<file path="src/rtl/tiny_dnn_pkg.sv">
// Shared types and constants for the accumulator-to-bfloat16 pack stage.
//   bf16_t        : 16-bit bfloat16 word
//   ACC_EXP_OFS   : offset between core exponent and bf16 biased exponent
//   BF16_INF_EXP  : all-ones bf16 exponent (infinity)
//   state_t       : row sequencer states
//   clz32()       : leading-zero count of a 32-bit word (32 for zero)
package tiny_dnn_pkg;

  typedef logic [15:0] bf16_t;

  localparam int          ACC_EXP_OFS  = 110;
  localparam logic [7:0]  BF16_INF_EXP = 8'hFF;

  typedef enum logic [1:0] {IDLE, RUN, DONE} state_t;

  function automatic logic [5:0] clz32(input logic [31:0] v);
    logic [5:0] n;
    logic       found;
    n     = 6'd32;
    found = 1'b0;
    for (int i = 31; i >= 0; i--) begin
      if (!found && v[i]) begin
        n     = 6'(31 - i);
        found = 1'b1;
      end
    end
    return n;
  endfunction

endpackage

</file>
<file path="src/rtl/acc_bf16_pack_if.sv">
// Stream bundle for acc_bf16_pack: accumulator input stream and bf16 output stream.
//   in_valid/in_ready/in_sign/in_expo/in_add : raw accumulator word from the FMA chain
//   m_valid/m_ready/m_data/m_last            : bf16 output row
// master = producer/consumer side (drives inputs, takes outputs); slave = the pack stage.
interface acc_bf16_pack_if;
  import tiny_dnn_pkg::*;

  logic        in_valid;
  logic        in_ready;
  logic        in_sign;
  logic [9:0]  in_expo;
  logic [31:0] in_add;
  logic        m_valid;
  logic        m_ready;
  bf16_t       m_data;
  logic        m_last;

  modport master (
    output in_valid, in_sign, in_expo, in_add, m_ready,
    input  in_ready, m_valid, m_data, m_last
  );

  modport slave (
    input  in_valid, in_sign, in_expo, in_add, m_ready,
    output in_ready, m_valid, m_data, m_last
  );

endinterface

</file>
<file path="src/rtl/acc_bf16_round.sv">
// Second conversion stage (combinational): normalizes a magnitude using its
// leading-zero count, rounds to nearest-even into 7 mantissa bits, adjusts the
// exponent, flushes underflow/zero to +0 and saturates overflow to infinity.
// Optional macro ACC_RELU_EN: negative results (including -inf) become 16'h0000.
//   sign   in  result sign
//   expo   in  signed core exponent
//   mag    in  unsigned magnitude
//   lz     in  leading zeros of mag
//   result out bfloat16 word
module acc_bf16_round
  import tiny_dnn_pkg::*;
(
  input  logic        sign,
  input  logic [9:0]  expo,
  input  logic [31:0] mag,
  input  logic [5:0]  lz,
  output bf16_t       result
);

  logic [31:0]        norm;
  logic               guard;
  logic               sticky;
  logic               rnd;
  logic [7:0]         mant_sum;
  logic signed [11:0] e_base;
  logic signed [11:0] e_fin;
  bf16_t              rounded;

  // NOTE: every output of this block is assigned unconditionally at the top of
  // each path, so no latch can be inferred.
  always_comb begin
    norm     = mag << lz;              // leading one lands on bit 31
    guard    = norm[23];
    sticky   = |norm[22:0];
    rnd      = guard & (sticky | norm[24]);
    mant_sum = {1'b0, norm[30:24]} + {7'd0, rnd};
    e_base   = {{2{expo[9]}}, expo} - 12'(ACC_EXP_OFS) - {6'd0, lz};
    e_fin    = e_base + {11'd0, mant_sum[7]};   // mantissa overflow bumps exponent

    if (mag == '0 || e_fin <= 12'sd0)
      rounded = '0;
    else if (e_fin >= 12'sd255)
      rounded = {sign, BF16_INF_EXP, 7'd0};
    else
      rounded = {sign, e_fin[7:0], mant_sum[6:0]};

    result = rounded;
`ifdef ACC_RELU_EN
    if (rounded[15]) result = '0;
`endif
  end

endmodule

</file>
<file path="src/rtl/acc_bf16_pack.sv">
// Pack stage after the FMA core chain: converts raw accumulator words to bf16
// (2-stage pipeline), buffers them in a credit-protected FIFO and emits one row
// of len words with m_last on the final word and a done pulse afterwards.
// Optional macro ACC_RELU_EN (applied in acc_bf16_round) clamps negatives to 0.
//   clk    in  clock
//   reset  in  synchronous active-high reset
//   start  in  begin a row (IDLE only); len latched with it
//   len    in  words per row
//   busy   out sequencer not IDLE
//   done   out one-cycle pulse after the row's last handshake (or after len==0 start)
//   io     slave stream bundle (input words, output bf16 stream)
module acc_bf16_pack
  import tiny_dnn_pkg::*;
#(
  parameter int FIFO_DEPTH = 4,
  parameter int LEN_W      = 11
) (
  input  logic             clk,
  input  logic             reset,
  input  logic             start,
  input  logic [LEN_W-1:0] len,
  output logic             busy,
  output logic             done,
  acc_bf16_pack_if.slave   io
);

  localparam int AW = $clog2(FIFO_DEPTH);

  state_t           state_q, state_d;
  logic [LEN_W-1:0] len_q;
  logic [LEN_W-1:0] acc_cnt;
  logic             zero_len_q;

  logic             s1_valid, s1_sign, s1_last;
  logic [9:0]       s1_expo;
  logic [31:0]      s1_mag;
  logic [5:0]       s1_lz;
  logic             s2_valid, s2_last;
  bf16_t            s2_data, s2_result;

  bf16_t            fifo_data [FIFO_DEPTH];
  logic             fifo_last [FIFO_DEPTH];
  logic [AW-1:0]    wr_ptr, rd_ptr;
  logic [AW:0]      count;
  logic [AW+1:0]    occupancy;

  logic             in_fire, out_fire, row_end;
  logic [31:0]      in_mag;

  // Credit: words already in the pipeline have reserved FIFO slots.
  assign occupancy   = {1'b0, count} + (AW+2)'(s1_valid) + (AW+2)'(s2_valid);
  assign io.in_ready = (state_q == RUN) && (acc_cnt < len_q) &&
                       (occupancy < (AW+2)'(FIFO_DEPTH));
  assign in_fire     = io.in_valid & io.in_ready;
  assign io.m_valid  = (count != '0);
  assign out_fire    = io.m_valid & io.m_ready;
  assign io.m_data   = io.m_valid ? fifo_data[rd_ptr] : '0;
  assign io.m_last   = io.m_valid ? fifo_last[rd_ptr] : 1'b0;
  assign row_end     = out_fire & io.m_last;
  assign in_mag      = io.in_add[31] ? (~io.in_add + 32'd1) : io.in_add;

  assign busy = (state_q != IDLE);
  assign done = (state_q == DONE) || zero_len_q;

  always_comb begin
    state_d = state_q;
    unique case (state_q)
      IDLE:    if (start && len != '0) state_d = RUN;
      RUN:     if (row_end)            state_d = DONE;
      DONE:                            state_d = IDLE;
      default:                         state_d = IDLE;
    endcase
  end

  // NOTE: sequential state uses non-blocking assignments so every register
  // samples pre-edge values regardless of statement order.
  always_ff @(posedge clk) begin
    if (reset) begin
      state_q    <= IDLE;
      len_q      <= '0;
      acc_cnt    <= '0;
      zero_len_q <= 1'b0;
      s1_valid   <= 1'b0;
      s2_valid   <= 1'b0;
      wr_ptr     <= '0;
      rd_ptr     <= '0;
      count      <= '0;
    end else begin
      state_q    <= state_d;
      zero_len_q <= (state_q == IDLE) && start && (len == '0);
      if (state_q == IDLE && start) begin
        len_q   <= len;
        acc_cnt <= '0;
      end else if (in_fire) begin
        acc_cnt <= acc_cnt + LEN_W'(1);
      end
      s1_valid <= in_fire;
      s2_valid <= s1_valid;
      if (s2_valid) wr_ptr <= wr_ptr + AW'(1);
      if (out_fire) rd_ptr <= rd_ptr + AW'(1);
      unique case ({s2_valid, out_fire})
        2'b10:   count <= count + (AW+1)'(1);
        2'b01:   count <= count - (AW+1)'(1);
        default: count <= count;
      endcase
    end
  end

  // NOTE: datapath and FIFO storage carry no reset; the valid bits and the
  // FIFO count gate them, so stale contents are never observed.
  always_ff @(posedge clk) begin
    if (in_fire) begin
      s1_sign <= io.in_sign ^ io.in_add[31];
      s1_mag  <= in_mag;
      s1_lz   <= clz32(in_mag);
      s1_expo <= io.in_expo;
      s1_last <= (acc_cnt == len_q - LEN_W'(1));
    end
    s2_data <= s2_result;
    s2_last <= s1_last;
    if (s2_valid) begin
      fifo_data[wr_ptr] <= s2_data;
      fifo_last[wr_ptr] <= s2_last;
    end
  end

  acc_bf16_round u_round (
    .sign   (s1_sign),
    .expo   (s1_expo),
    .mag    (s1_mag),
    .lz     (s1_lz),
    .result (s2_result)
  );

endmodule
</file>
<file path="src/flat_wrapper.sv">
// flat-port wrapper written by rule: the top's interface ports become plain ports
module acc_bf16_pack_flat import tiny_dnn_pkg::*;
#(
  parameter int FIFO_DEPTH = 4,
  parameter int LEN_W      = 11
)
  (clk, reset, start, len, busy, done, io_in_valid, io_in_sign, io_in_expo, io_in_add, io_m_ready, io_in_ready, io_m_valid, io_m_data, io_m_last);
  acc_bf16_pack_if io_i ();
  input  logic clk;
  input  logic reset;
  input  logic start;
  input  logic [LEN_W-1:0] len;
  output logic busy;
  output logic done;
  input wire logic [$bits(io_i.in_valid)-1:0] io_in_valid;
  input wire logic [$bits(io_i.in_sign)-1:0] io_in_sign;
  input wire logic [$bits(io_i.in_expo)-1:0] io_in_expo;
  input wire logic [$bits(io_i.in_add)-1:0] io_in_add;
  input wire logic [$bits(io_i.m_ready)-1:0] io_m_ready;
  output wire logic [$bits(io_i.in_ready)-1:0] io_in_ready;
  output wire logic [$bits(io_i.m_valid)-1:0] io_m_valid;
  output wire logic [$bits(io_i.m_data)-1:0] io_m_data;
  output wire logic [$bits(io_i.m_last)-1:0] io_m_last;
  assign io_i.in_valid = io_in_valid;
  assign io_i.in_sign = io_in_sign;
  assign io_i.in_expo = io_in_expo;
  assign io_i.in_add = io_in_add;
  assign io_i.m_ready = io_m_ready;
  assign io_in_ready = io_i.in_ready;
  assign io_m_valid = io_i.m_valid;
  assign io_m_data = io_i.m_data;
  assign io_m_last = io_i.m_last;
  acc_bf16_pack #(.FIFO_DEPTH(FIFO_DEPTH), .LEN_W(LEN_W)) u_core (.clk(clk), .reset(reset), .start(start), .len(len), .busy(busy), .done(done), .io(io_i));
endmodule
</file>
<file path="config.mk">
export PLATFORM = sky130hd
export DESIGN_NAME = acc_bf16_pack_flat
export DESIGN_NICKNAME = d
export VERILOG_FILES = /design/src/rtl/tiny_dnn_pkg.sv /design/src/rtl/acc_bf16_pack_if.sv /design/src/rtl/acc_bf16_round.sv /design/src/rtl/acc_bf16_pack.sv /design/src/flat_wrapper.sv
export SDC_FILE = /design/constraint.sdc
export NUM_CORES = 1
export LEC_CHECK = 0
export ABC_AREA = 1
export ABC_CLOCK_PERIOD_IN_PS = 7410
export CORE_ASPECT_RATIO = 0.5
export CORE_MARGIN = 2
export CORE_UTILIZATION = 55
export CTS_BUF_LIST = sky130_fd_sc_hd__clkbuf_16
export DETAILED_ROUTE_END_ITERATION = 10
export PLACE_DENSITY = 0.76
export SKIP_LAST_GASP = 1
export SYNTH_ARGS = -nofsm -noshare
export SYNTH_HDL_FRONTEND = slang
export SYNTH_SLANG_ARGS = --single-unit
</file>
<file path="constraint.sdc">
create_clock -name clk -period 7.41 [get_ports clk]
set_input_delay 2.223 -clock clk [delete_from_list [all_inputs] [get_ports clk]]
set_output_delay 2.223 -clock clk [all_outputs]
set_load 0.005 [all_outputs]
</file>
After elaboration in Yosys (flattened, before gate mapping)
Memories as Yosys holds them, arrays and structs flattened. A register that Yosys moved wholly into a read port is not among the register bits.
Index checks and enable logic that the tools add are counted.

storage, ports and cells
  register bits after elaboration = 101
  bits in latches = 0
  RAM bits = 68
  bits in read-only memories = 0
  input port bits = 59
  output and inout bits = 21
  logic and storage cells = 248
  memories kept = 2

cells by class
  $add $sub $neg = 13
  multiply operators = 0
  divide/modulo/power cells = 0
  $lt $le $gt $ge = 4
  equality and inequality tests = 7
  shift-type cells = 1
  mux-type cells = 107
  bitwise gates (word level) = 7
  reductions and logical operators = 85

memories
  name              depth  width  rd ports  clocked after Yosys merged registers in  write ports  RTL line             text
  u_core.fifo_data  4      16     1         1                                        1            acc_bf16_pack.sv:41  bf16_t fifo_data [FIFO_DEPTH];
  u_core.fifo_last  4      1      1         1                                        1            acc_bf16_pack.sv:42  logic fifo_last [FIFO_DEPTH];

operators with widths
  cell                   number
  $mux 5                 15
  $mux 1                 66
  $logic_and 1x1->1      36
  $add 32x1->32 const B  1
  $logic_not 32->1       1
  $mux 32                1
  $mux 4                 8
  $not 32->32            1
  $shl 32x6->31          1
  $logic_not 1->1        31
  $reduce_or 31->1       1
  $reduce_or 23->1       1
  $mux 16                1
  $mux 2                 8
  $reduce_or 16->1       1
  $mux 15                1
  $add 12x1->12          1
  $ge 12x9->1 const B    1
  $le 12x1->1 const B    1
  $mux 3                 4
  $sub 11x7->12          1
  $add 11x1->11 const B  1
  $eq 11x11->1           1
  $logic_not 11->1       1
  other kinds (28)       39

Longest topological paths before layout
Gate-level depths: netlist (run 1).

  depth in word-level cells = 129
  mapped depth = 33
  mapped depth without buffers = 32

Modules after synthesis
From an unflattened synthesis (run 1), not the netlist that was laid out.

unflattened totals
  cell total of the unflattened synthesis = 1,341
  area, all modules = 10,533.9 µm²

by module, submodules not included
  module          times used  cells an instance  area each (µm²)  seq. area each (µm²)
  acc_bf16_pack   1           832                7,993.9          4,604.4
  acc_bf16_round  1           509                2,539.9          0.0

Least setup slack after synthesis (run 1)
No wires, ideal clock.

  path type = input to register
  start point = input port io_in_add[0]
  end point = register u_core.s1_lz[0], data pin
  setup time = 0.130 ns
  arrival = 4.711 ns
  path slack = 2.569 ns
  stages on the path = 26
  buffers on the path = 0
  path through = inv_2 > ha_1 > nand3_2 > nor2_1 > nand2_1 > nand2_2 > nand2_2 > nand2_4 > nand3_4 > nor2_4 > nand3_2 > nor2_4 > nand4_2 > nor2_2 > nand4_2 > nor2_2 > nand4_2 > nor2_2 > nand4_2 > nor2_4 > nand4_4 > nor2_4 > nand4_4 > nor2_4 > nand2_1 > nand2_1

between the ends
  cells in the longest elaborated chain, start to end = 127

RTL lines
  what                  RTL line              text
  from (decl)           flat_wrapper.sv:18    input wire logic [$bits(io_i.in_add)-1:0] io_in_add;
  $not 32->32           acc_bf16_pack.sv:60   assign in_mag = io.in_add[31] ? (~io.in_add + 32'd1) : io.in_add;
  $add 32x1->32         acc_bf16_pack.sv:60
  $mux 32 (*)           acc_bf16_pack.sv:60
  $mux 1                tiny_dnn_pkg.sv:22    if (!found && v[i]) begin
  $mux 1                acc_bf16_pack.sv:112  if (in_fire) begin
  $logic_not 1->1       tiny_dnn_pkg.sv:22
  $logic_and 1x1->1     tiny_dnn_pkg.sv:22
  $mux 1                tiny_dnn_pkg.sv:22
  [111 not listed]      -
  $mux 1                tiny_dnn_pkg.sv:22
  $mux 1                acc_bf16_pack.sv:112
  $logic_not 1->1       tiny_dnn_pkg.sv:22
  $logic_and 1x1->1     tiny_dnn_pkg.sv:22
  $mux 1                tiny_dnn_pkg.sv:22
  $mux 1                acc_bf16_pack.sv:112
  $logic_not 1->1       tiny_dnn_pkg.sv:22
  $logic_and 1x1->1     tiny_dnn_pkg.sv:22
  to (signal assigned)  acc_bf16_pack.sv:115  s1_lz <= clz32(in_mag);
  to (decl)             acc_bf16_pack.sv:37   logic [5:0] s1_lz;

Every way passes the cells marked *; elsewhere a longest branch is shown, timed or not. The select of a mux whose other input is x is not followed.
A chain may end at the register's enable or synchronous reset.

Worst setup path in the final report (run 1)
  start point = register u_core.s1_lz[2]
  end point = register u_core.s2_data[8]

between the ends
  cells in the longest elaborated chain, start to end = 8

RTL lines
  what                                                RTL line                                    text
  $shl 32x6->31                                       acc_bf16_round.sv:32                        norm = mag << lz;
  $reduce_or 23->1                                    acc_bf16_round.sv:34                        sticky = |norm[22:0];
  $or 1x1->1                                          acc_bf16_round.sv:35                        rnd = guard & (sticky | norm[24]);
  $and 1x1->1                                         acc_bf16_round.sv:35
  $add 7x1->8                                         acc_bf16_round.sv:36                        mant_sum = {1'b0, norm[30:24]} + {7'd0, rnd};
  $add 12x1->12 (*)                                   acc_bf16_round.sv:38                        e_fin = e_base + {11'd0, mant_sum[7]};
  $ge 12x9->1 / $le 12x1->1 (equally long branches)   acc_bf16_round.sv:42, acc_bf16_round.sv:40
  $mux 15 / $logic_or 1x1->1 (equally long branches)  acc_bf16_round.sv:42, acc_bf16_round.sv:40
  to (signal assigned)                                acc_bf16_pack.sv:119                        s2_data <= s2_result;
  to (decl)                                           acc_bf16_pack.sv:39                         bf16_t s2_data, s2_result;

Every way passes the cells marked *; elsewhere a longest branch is shown, timed or not.

==> impl_metrics.toml, run 1 <==
[status]
status = "complete, no violations"

[worst_setup_path]
path_cells = "clkinv_1 -> nand2_1 -> nand2_1 -> nand2_1 -> o21ai_0 -> a211oi_1 -> inv_1 -> nor2_1 -> nand4_1 -> nor3_1 -> nor3b_1 -> ha_1 -> inv_1 -> fa_1 -> o21ai_0 -> a21oi_1 -> o21ai_0 -> nand2_1 -> nand2_1 -> nand2_1 -> a22oi_1 -> nand2_1 -> o21ai_1 -> a21oi_1"
slowest_stage = "clkinv_1"
crit_path_start_kind = "register"
critPathArrivalTime_ns = 6.40
max_stage_delay_ns = 0.88
critPathTopFamily = "compound AO/OA/AOI/OAI gates"
crit_top_cell = "nand2_1"
crit_buf_inv = 3
cp_max_fo = 35
end_kind = "register"
setup.worst_path.class = "reg -> reg"
crit_required_ns = 7.69

[routing]
vias = 8361
drtAntennaViolNets = 0
drc_errors = 0
route.final.wire_length_um = 21700
initialDrtViolationCount = 547
wl_per_cell_um = 13.9
dr.pass1.iters = 5
viasPerCell = 5.33

[power_and_ir_drop]
power_mw = 2.72
p_sw_mw = 0.891
switching_share_pct = 32.7
ir_drop_v = 0.000143
powerDensity_nw_per_um2 = 232
seqPwrFrac_pct = 42.1
p_int_mw = 1.83
p_leak_nw = 4.80
pwr-share-comb_pct = 25.9
power_frac_clock_pct = 32.1

[sta]
period_minus_slack_ns = 6.12
fin_hold_ws_ns = 0.349
setup_violations = 0
hold_viol = 0
tightest_slew_ns = 1.05
skew_ns = 0.0124
fmax_mhz = 163
setup_tns_ns = 0
fin_crit_sh_pct = 82.6
slew_viol_final = 0
slew_headroom_pct = 29.8
rsz0062_at_grt = "false"

[yosys]
synthCells = 1249
ys_seq_elements = 171
synth_edf_count = 118
yosysUniqueCellTypes = 53
avgSynthCellArea_sq_um = 8.14
yosys.area.top_type_share_pct = 34.9
ys_seq_area_share_pct = 45.3
syn_nets = 1345
yosys.area.top_type = "edfxtp_1"
synth_warnings = 0
synth.area.top_cells = "edfxtp_1 35%, dfxtp_1 10%, nand2_1 8.2%"
synth_area_sq_um = 10200
async_flop_share_pct = 0
synth_top_flop_cell = "edfxtp_1"

[grt]
grt_pass1_vias = 7695
track_usage_pct = 22.9
antenna_found_initial = 0
grt_remaining_overflow = 0
grt_first_pass_wirelength_um = 36200
grt_max_degree = 50

[placement]
port_buffers = 79
gp_congestion = 0.893
place_hpwl_um = 16300

[clock_network]
clock_latency_ns = 0.43
cts_buffer_depth = 2
post_cts_buffers = 0
path_clk_slew_ns = 0.07
ctsHoldBuffers = 0
numCtsBuffers = 17
clockRootBuffer = "clkbuf_16"
cts_resized = 0
htree_levels = 4
cts.sinks = 171
cts_tree = "yes"

[floorplan]
num_rows = 35
ios = 80
die_h_um = 100
die_area_sq_um = 19700
core-area_sq_um = 18300
die_w_um = 196
initial_utilization_pct = 55.7

[cells_and_area]
layout-drive-gt1-share_pct = 6.33
final_util_pct = 64.3
fillers = 1556
antennaDiodeCount = 0
nets = 1411
syn_to_final_growth_pct = 15.6

[run]
drv_cap = 0

[worst_hold_path]
hold_path.class = "reg -> reg"
[stage by stage]
| step | cell area [sq um] | setup slack [ns] | instances |
|---|---|---|---|
| after floorplan | 10200 | 2.57 | 1249 |
| after global placement | 11200 | 1.55 | 1536 |
| after detailed placement | 11200 | 1.37 | 1536 |
| after CTS | 11700 | 1.35 | 1568 |
| after global routing | 11700 | 0.574 | 1568 |
| final | 11700 | 1.29 | 1568 |
[registers in the layout, indices dropped and copies added, names as in the netlist, 3 cells and up, named ones only]
register          cells
u_core.acc_cnt       11
u_core.count          3
u_core.fifo_data     64
u_core.fifo_last      4
u_core.len_q         11
u_core.s1_expo       10
u_core.s1_lz          6
u_core.s1_mag        32
u_core.s2_data       16
[final cells by class]
type / instances / area, sq um / share of cell area (%)
Sequential cell: 171 / 4600 / 39.2
Timing Repair Buffer: 83 / 821 / 6.99
Clock buffer: 17 / 425 / 3.62
Clock inverter: 15 / 170 / 1.45
Multi-Input combinational cell: 863 / 4750 / 40.5
Inverter: 179 / 672 / 5.72
Tap cell: 240 / 300 / 2.56
[cells by family (layout without fill, tap and decap cells)]
logic type | after synthesis | after routing | share of synthesized area (%)
AOI/OAI and AO/OA | 250 | 250 | 13.5
xor gates and xnor gates | 48 | 48 | 4.14
adders and majority gates | 37 | 37 | 4.70
buffers and inverters | 215 | 294 | 7.99
DFF | 171 | 171 | 45.3
muxes | 13 | 13 | 1.28
and+or+nand+nor | 515 | 515 | 23.1
[power by group through the flow]
| stage | combinational (mW) | sequential [mW] | clock (mW) |
|---|---|---|---|
| floorplan | 0.454 | 1.14 | 0 |
| global placement | 0.685 | 1.16 | 0 |
| detailed placement | 0.701 | 1.17 | 0 |
| CTS | 0.705 | 1.14 | 0.885 |
| global route | 0.795 | 1.15 | 0.933 |
| finish | 0.704 | 1.15 | 0.873 |
[synthesized netlist by cell type (all sizes together), types with 2 or more instances]
| cell | count |
|---|---|
| o22ai | 9 |
| o31ai | 3 |
| clkbuf | 32 |
| nor2 | 168 |
| buf | 4 |
| a2111oi | 2 |
| nor3b | 4 |
| nand3 | 48 |
| dfxtp | 53 |
| nor3 | 18 |
| a211oi | 4 |
| o211ai | 8 |
| clkinv | 3 |
| o21ai | 141 |
| and2 | 2 |
| o41ai | 4 |
| xnor2 | 12 |
| o2111ai | 2 |
| inv | 176 |
| a21oi | 60 |
| o221ai | 2 |
| nand4 | 25 |
| a21o | 2 |
| nor4 | 11 |
| fa | 2 |
| or2 | 6 |
| a22oi | 2 |
| edfxtp | 118 |
| a31oi | 4 |
| xor2 | 36 |
| o21a | 5 |
| mux2i | 13 |
| ha | 35 |
| nand2 | 229 |
[routing by layer]
metal,up-vias,wire length (um),global-route usage [%]
met5,-,0,0
met4,0,215,6.06
met3,20,967,3.90
met2,178,10300,39.0
met1,3834,10200,30.6
li1,4329,-,-
[worst register-to-register path, cell delays in order (launching register included)]
cell and delay (ns):
edfxtp_1 0.78, clkinv_1 0.89, nand2_1 0.26, nand2_1 0.09
nand2_1 0.06, o21ai_0 0.11, a211oi_1 0.32, inv_1 0.07
nor2_1 0.18, nand4_1 0.16, nor3_1 0.26, nor3b_1 0.24
ha_1 0.20, inv_1 0.05, fa_1 0.40, o21ai_0 0.30
a21oi_1 0.11, o21ai_0 0.28, nand2_1 0.09, nand2_1 0.09
nand2_1 0.06, a22oi_1 0.29, nand2_1 0.10, o21ai_1 0.50
a21oi_1 0.10
[worst paths after layout]
kind | start | slack, ns | cells past startpoint | endpoint
min | u_core.s1_last$_DFFE_PP_ | 0.35 | 0 | u_core.s2_last$_DFF_P_
min reg2reg | u_core.s1_last$_DFFE_PP_ | 0.35 | 0 | u_core.s2_last$_DFF_P_
max | u_core.s1_lz[2]$_SDFFCE_PP1P_ | 1.29 | 24 | u_core.s2_data[8]$_SDFF_PP0_
max reg2reg | u_core.s1_lz[2]$_SDFFCE_PP1P_ | 1.29 | 24 | u_core.s2_data[8]$_SDFF_PP0_
[placed cells by master (no fill, tap or decap), types with 11 or more instances in the layout]
| cell type | netlist | layout |
|---|---|---|
| nand3_1 | 43 | 43 |
| xor2_1 | 36 | 36 |
| nor2_1 | 154 | 154 |
| nand4_1 | 19 | 19 |
| clkbuf_16 | 0 | 17 |
| o21ai_0 | 137 | 137 |
| clkdlybuf4s50_1 | 0 | 79 |
| dfxtp_1 | 53 | 53 |
| nor3_1 | 18 | 17 |
| a21oi_1 | 60 | 60 |
| nand2_1 | 221 | 221 |
| nor4_1 | 11 | 11 |
| inv_1 | 170 | 169 |
| ha_1 | 35 | 35 |
| mux2i_1 | 13 | 13 |
| edfxtp_1 | 118 | 118 |
| xnor2_1 | 12 | 12 |
Power figures use the tool's default switching activity.
==> inputs of run 2 (changes only) <==
--- a/config.mk
+++ b/config.mk
@@ -6,7 +6,7 @@
 export NUM_CORES = 1
 export LEC_CHECK = 0
 export ABC_AREA = 1
-export ABC_CLOCK_PERIOD_IN_PS = 7410
+export ABC_CLOCK_PERIOD_IN_PS = 6400
 export CORE_ASPECT_RATIO = 0.5
 export CORE_MARGIN = 2
 export CORE_UTILIZATION = 55
==> constraint.sdc (replaced) <==
create_clock -name clk -period 6.4 [get_ports clk]
set_input_delay 1.92 -clock clk [delete_from_list [all_inputs] [get_ports clk]]
set_output_delay 1.92 -clock clk [all_outputs]
set_load 0.005 [all_outputs]
==> impl_metrics.toml, run 2 (same netlist as run 1, synthesis figures left out) <==
[routing]
drtAntennaViolNets = 0
route.final.wire_length_um = 22200
wl_per_cell_um = 14.1
dr.pass1.iters = 7
viasPerCell = 5.40
drc_errors = 0
initialDrtViolationCount = 546
vias = 8484

[floorplan]
ios = 80
initial_utilization_pct = 55.7
die_area_sq_um = 19700
num_rows = 35
die_h_um = 100
die_w_um = 196
core-area_sq_um = 18300

[power_and_ir_drop]
power_mw = 3.16
p_leak_nw = 4.81
ir_drop_v = 0.000150
powerDensity_nw_per_um2 = 269

[worst_hold_path]
hold_path.class = "reg -> reg"
hold_depth = 0

[cells_and_area]
nets = 1415
seq_area_sq_um = 4600
multi_input_area_sq_um = 4750
largest_reg_flops = 64
layout_common_cells = "221 x nand2_1, 169 x inv_1, 154 x nor2_1, 137 x o21ai_0, 118 x edfxtp_1"
final_util_pct = 64.4
fillers = 1511
regMostFlops = "u_core.fifo_data"
final_common_cell = "nand2_1"
largest_registers = "u_core.fifo_data x64, u_core.s1_mag x32, u_core.s2_data x16"
antennaDiodeCount = 0
layout-drive-gt1-share_pct = 6.53
syn_to_final_growth_pct = 15.8

[clock_network]
htree_levels = 4
numCtsBuffers = 17
path_clk_slew_ns = 0.07
clockRootBuffer = "clkbuf_16"
cts_tree = "yes"
cts.sinks = 171
clock_latency_ns = 0.42
cts_buffer_depth = 2

[sta]
rsz0062_at_grt = "false"
slew_viol_final = 0
layout_setup_ws_ns = 0.708
fmax_mhz = 176
hold_viol = 0
fin_hold_ws_ns = 0.359
skew_ns = 0.0144
slew_headroom_pct = 42.0
setup_violations = 0
period_minus_slack_ns = 5.69
tightest_slew_ns = 0.870
fin_crit_sh_pct = 88.9
setup_tns_ns = 0

[grt]
track_usage_pct = 23.4
grt_first_pass_wirelength_um = 37300
use_met3_pct = 3.70
grt_util_met2_pct = 40.0
antenna_found_initial = 0
busiest_layer = "met2"
grt_max_degree = 47
grt_remaining_overflow = 0
use_met1_pct = 31.6
grt_pass1_vias = 8063

[placement]
port_buffers = 79
place_ws_ns = 0.609
gp_congestion = 0.941
place_hpwl_um = 16300

[worst_setup_path]
reg2reg_from = "u_core.s1_lz[0]$_SDFFCE_PP1P_"
crit_start = "u_core.s1_lz[0]$_SDFFCE_PP1P_"
cp_max_fo = 46
crit_required_ns = 6.67
end_kind = "register"
crit_end = "u_core.s2_data[9]$_SDFF_PP0_"
critPathArrivalTime_ns = 5.97
setup.worst_path.class = "reg -> reg"
r2r_end = "u_core.s2_data[9]$_SDFF_PP0_"
crit_path_start_kind = "register"
r2r_cells = 27
r2r_slack_ns = 0.71

[run]
drv_cap = 0

[status]
status = "complete, no violations"
-- run 2: changes by cell type in the layout (fill, tap and decap cells not counted), moves of 2 or more --
cell / before / now
buf_4: 4 / 7
clkinv_8: 4 / 1
clkinvlp_4: 2 / 4
inv_6: 1 / 3
-- run 2: worst max-delay path, stage by stage, from the launching register on --
cell and delay [ns]:
edfxtp_1 0.32, buf_4 0.35, inv_1 0.31, o21ai_0 0.36, o21ai_0 0.17, nand2_1 0.09, nand2_1 0.08, nand2_1 0.05
o21ai_0 0.09, a211oi_1 0.34, inv_1 0.07, nor2_1 0.18, nand4_1 0.17, nor3_1 0.23, nor3b_1 0.23, ha_1 0.20
inv_1 0.05, fa_1 0.39, o21ai_0 0.29, a21oi_1 0.10, o21ai_0 0.26, nand2_1 0.08, nand2_1 0.09, nand2_1 0.06
a22oi_1 0.28, nand2_1 0.09, o21ai_1 0.48, a21oi_1 0.10
-- run 2: worst min-delay path by stage --
stage,startpoint,to
2_1_floorplan,u_core.s1_last$_DFFE_PP_,u_core.s2_last$_DFF_P_
3_3_place_gp,u_core.s1_last$_DFFE_PP_,u_core.s2_last$_DFF_P_
3_5_place_dp,u_core.s1_last$_DFFE_PP_,u_core.s2_last$_DFF_P_
4_1_cts,u_core.s1_last$_DFFE_PP_,u_core.s2_last$_DFF_P_
5_1_grt,u_core.s1_last$_DFFE_PP_,u_core.s2_last$_DFF_P_
6_report,u_core.s1_last$_DFFE_PP_,u_core.s2_last$_DFF_P_
-- run 2: cell type report --
class / count / area share [%]
inverters: 179 / 5.74
well taps: 240 / 2.55
clock buffers: 17 / 3.62
flip-flops and latches: 171 / 39.1
clock inverters: 15 / 1.35
repair inverters: 1 / 0.0425
repair buffers: 86 / 7.17
multi-input cells: 863 / 40.4
-- run 2: power breakdown --
group / internal [mW] / total [mW] / switching [mW]
logic: 0.329 / 0.823 / 0.494
clock network: 0.553 / 1.02 / 0.463
registers: 1.27 / 1.32 / 0.0560
total: 2.15 / 3.16 / 1.01
-- run 2: per-layer routing --
metal	vias to the layer above	routed length (um)
met3	25	998
met2	208	10300
li1	4338	-
met5	-	0
met1	3913	10600
met4	0	263
-- run 2: repair_timing --
action                                  4_1_cts  5_1_grt
hold buffers                                  0        0
buffers inserted                              0        1
resized for setup                             0        1
endpoints found under the hold margin         0        0
endpoints found under the setup margin        0       10
-- run 2: per-stage QoR --
stage	std cells	area, sq um
after floorplan	1249	10200
after global placement	1538	11200
after detailed placement	1538	11200
after CTS	1570	11800
after global routing	1572	11800
final	1572	11800
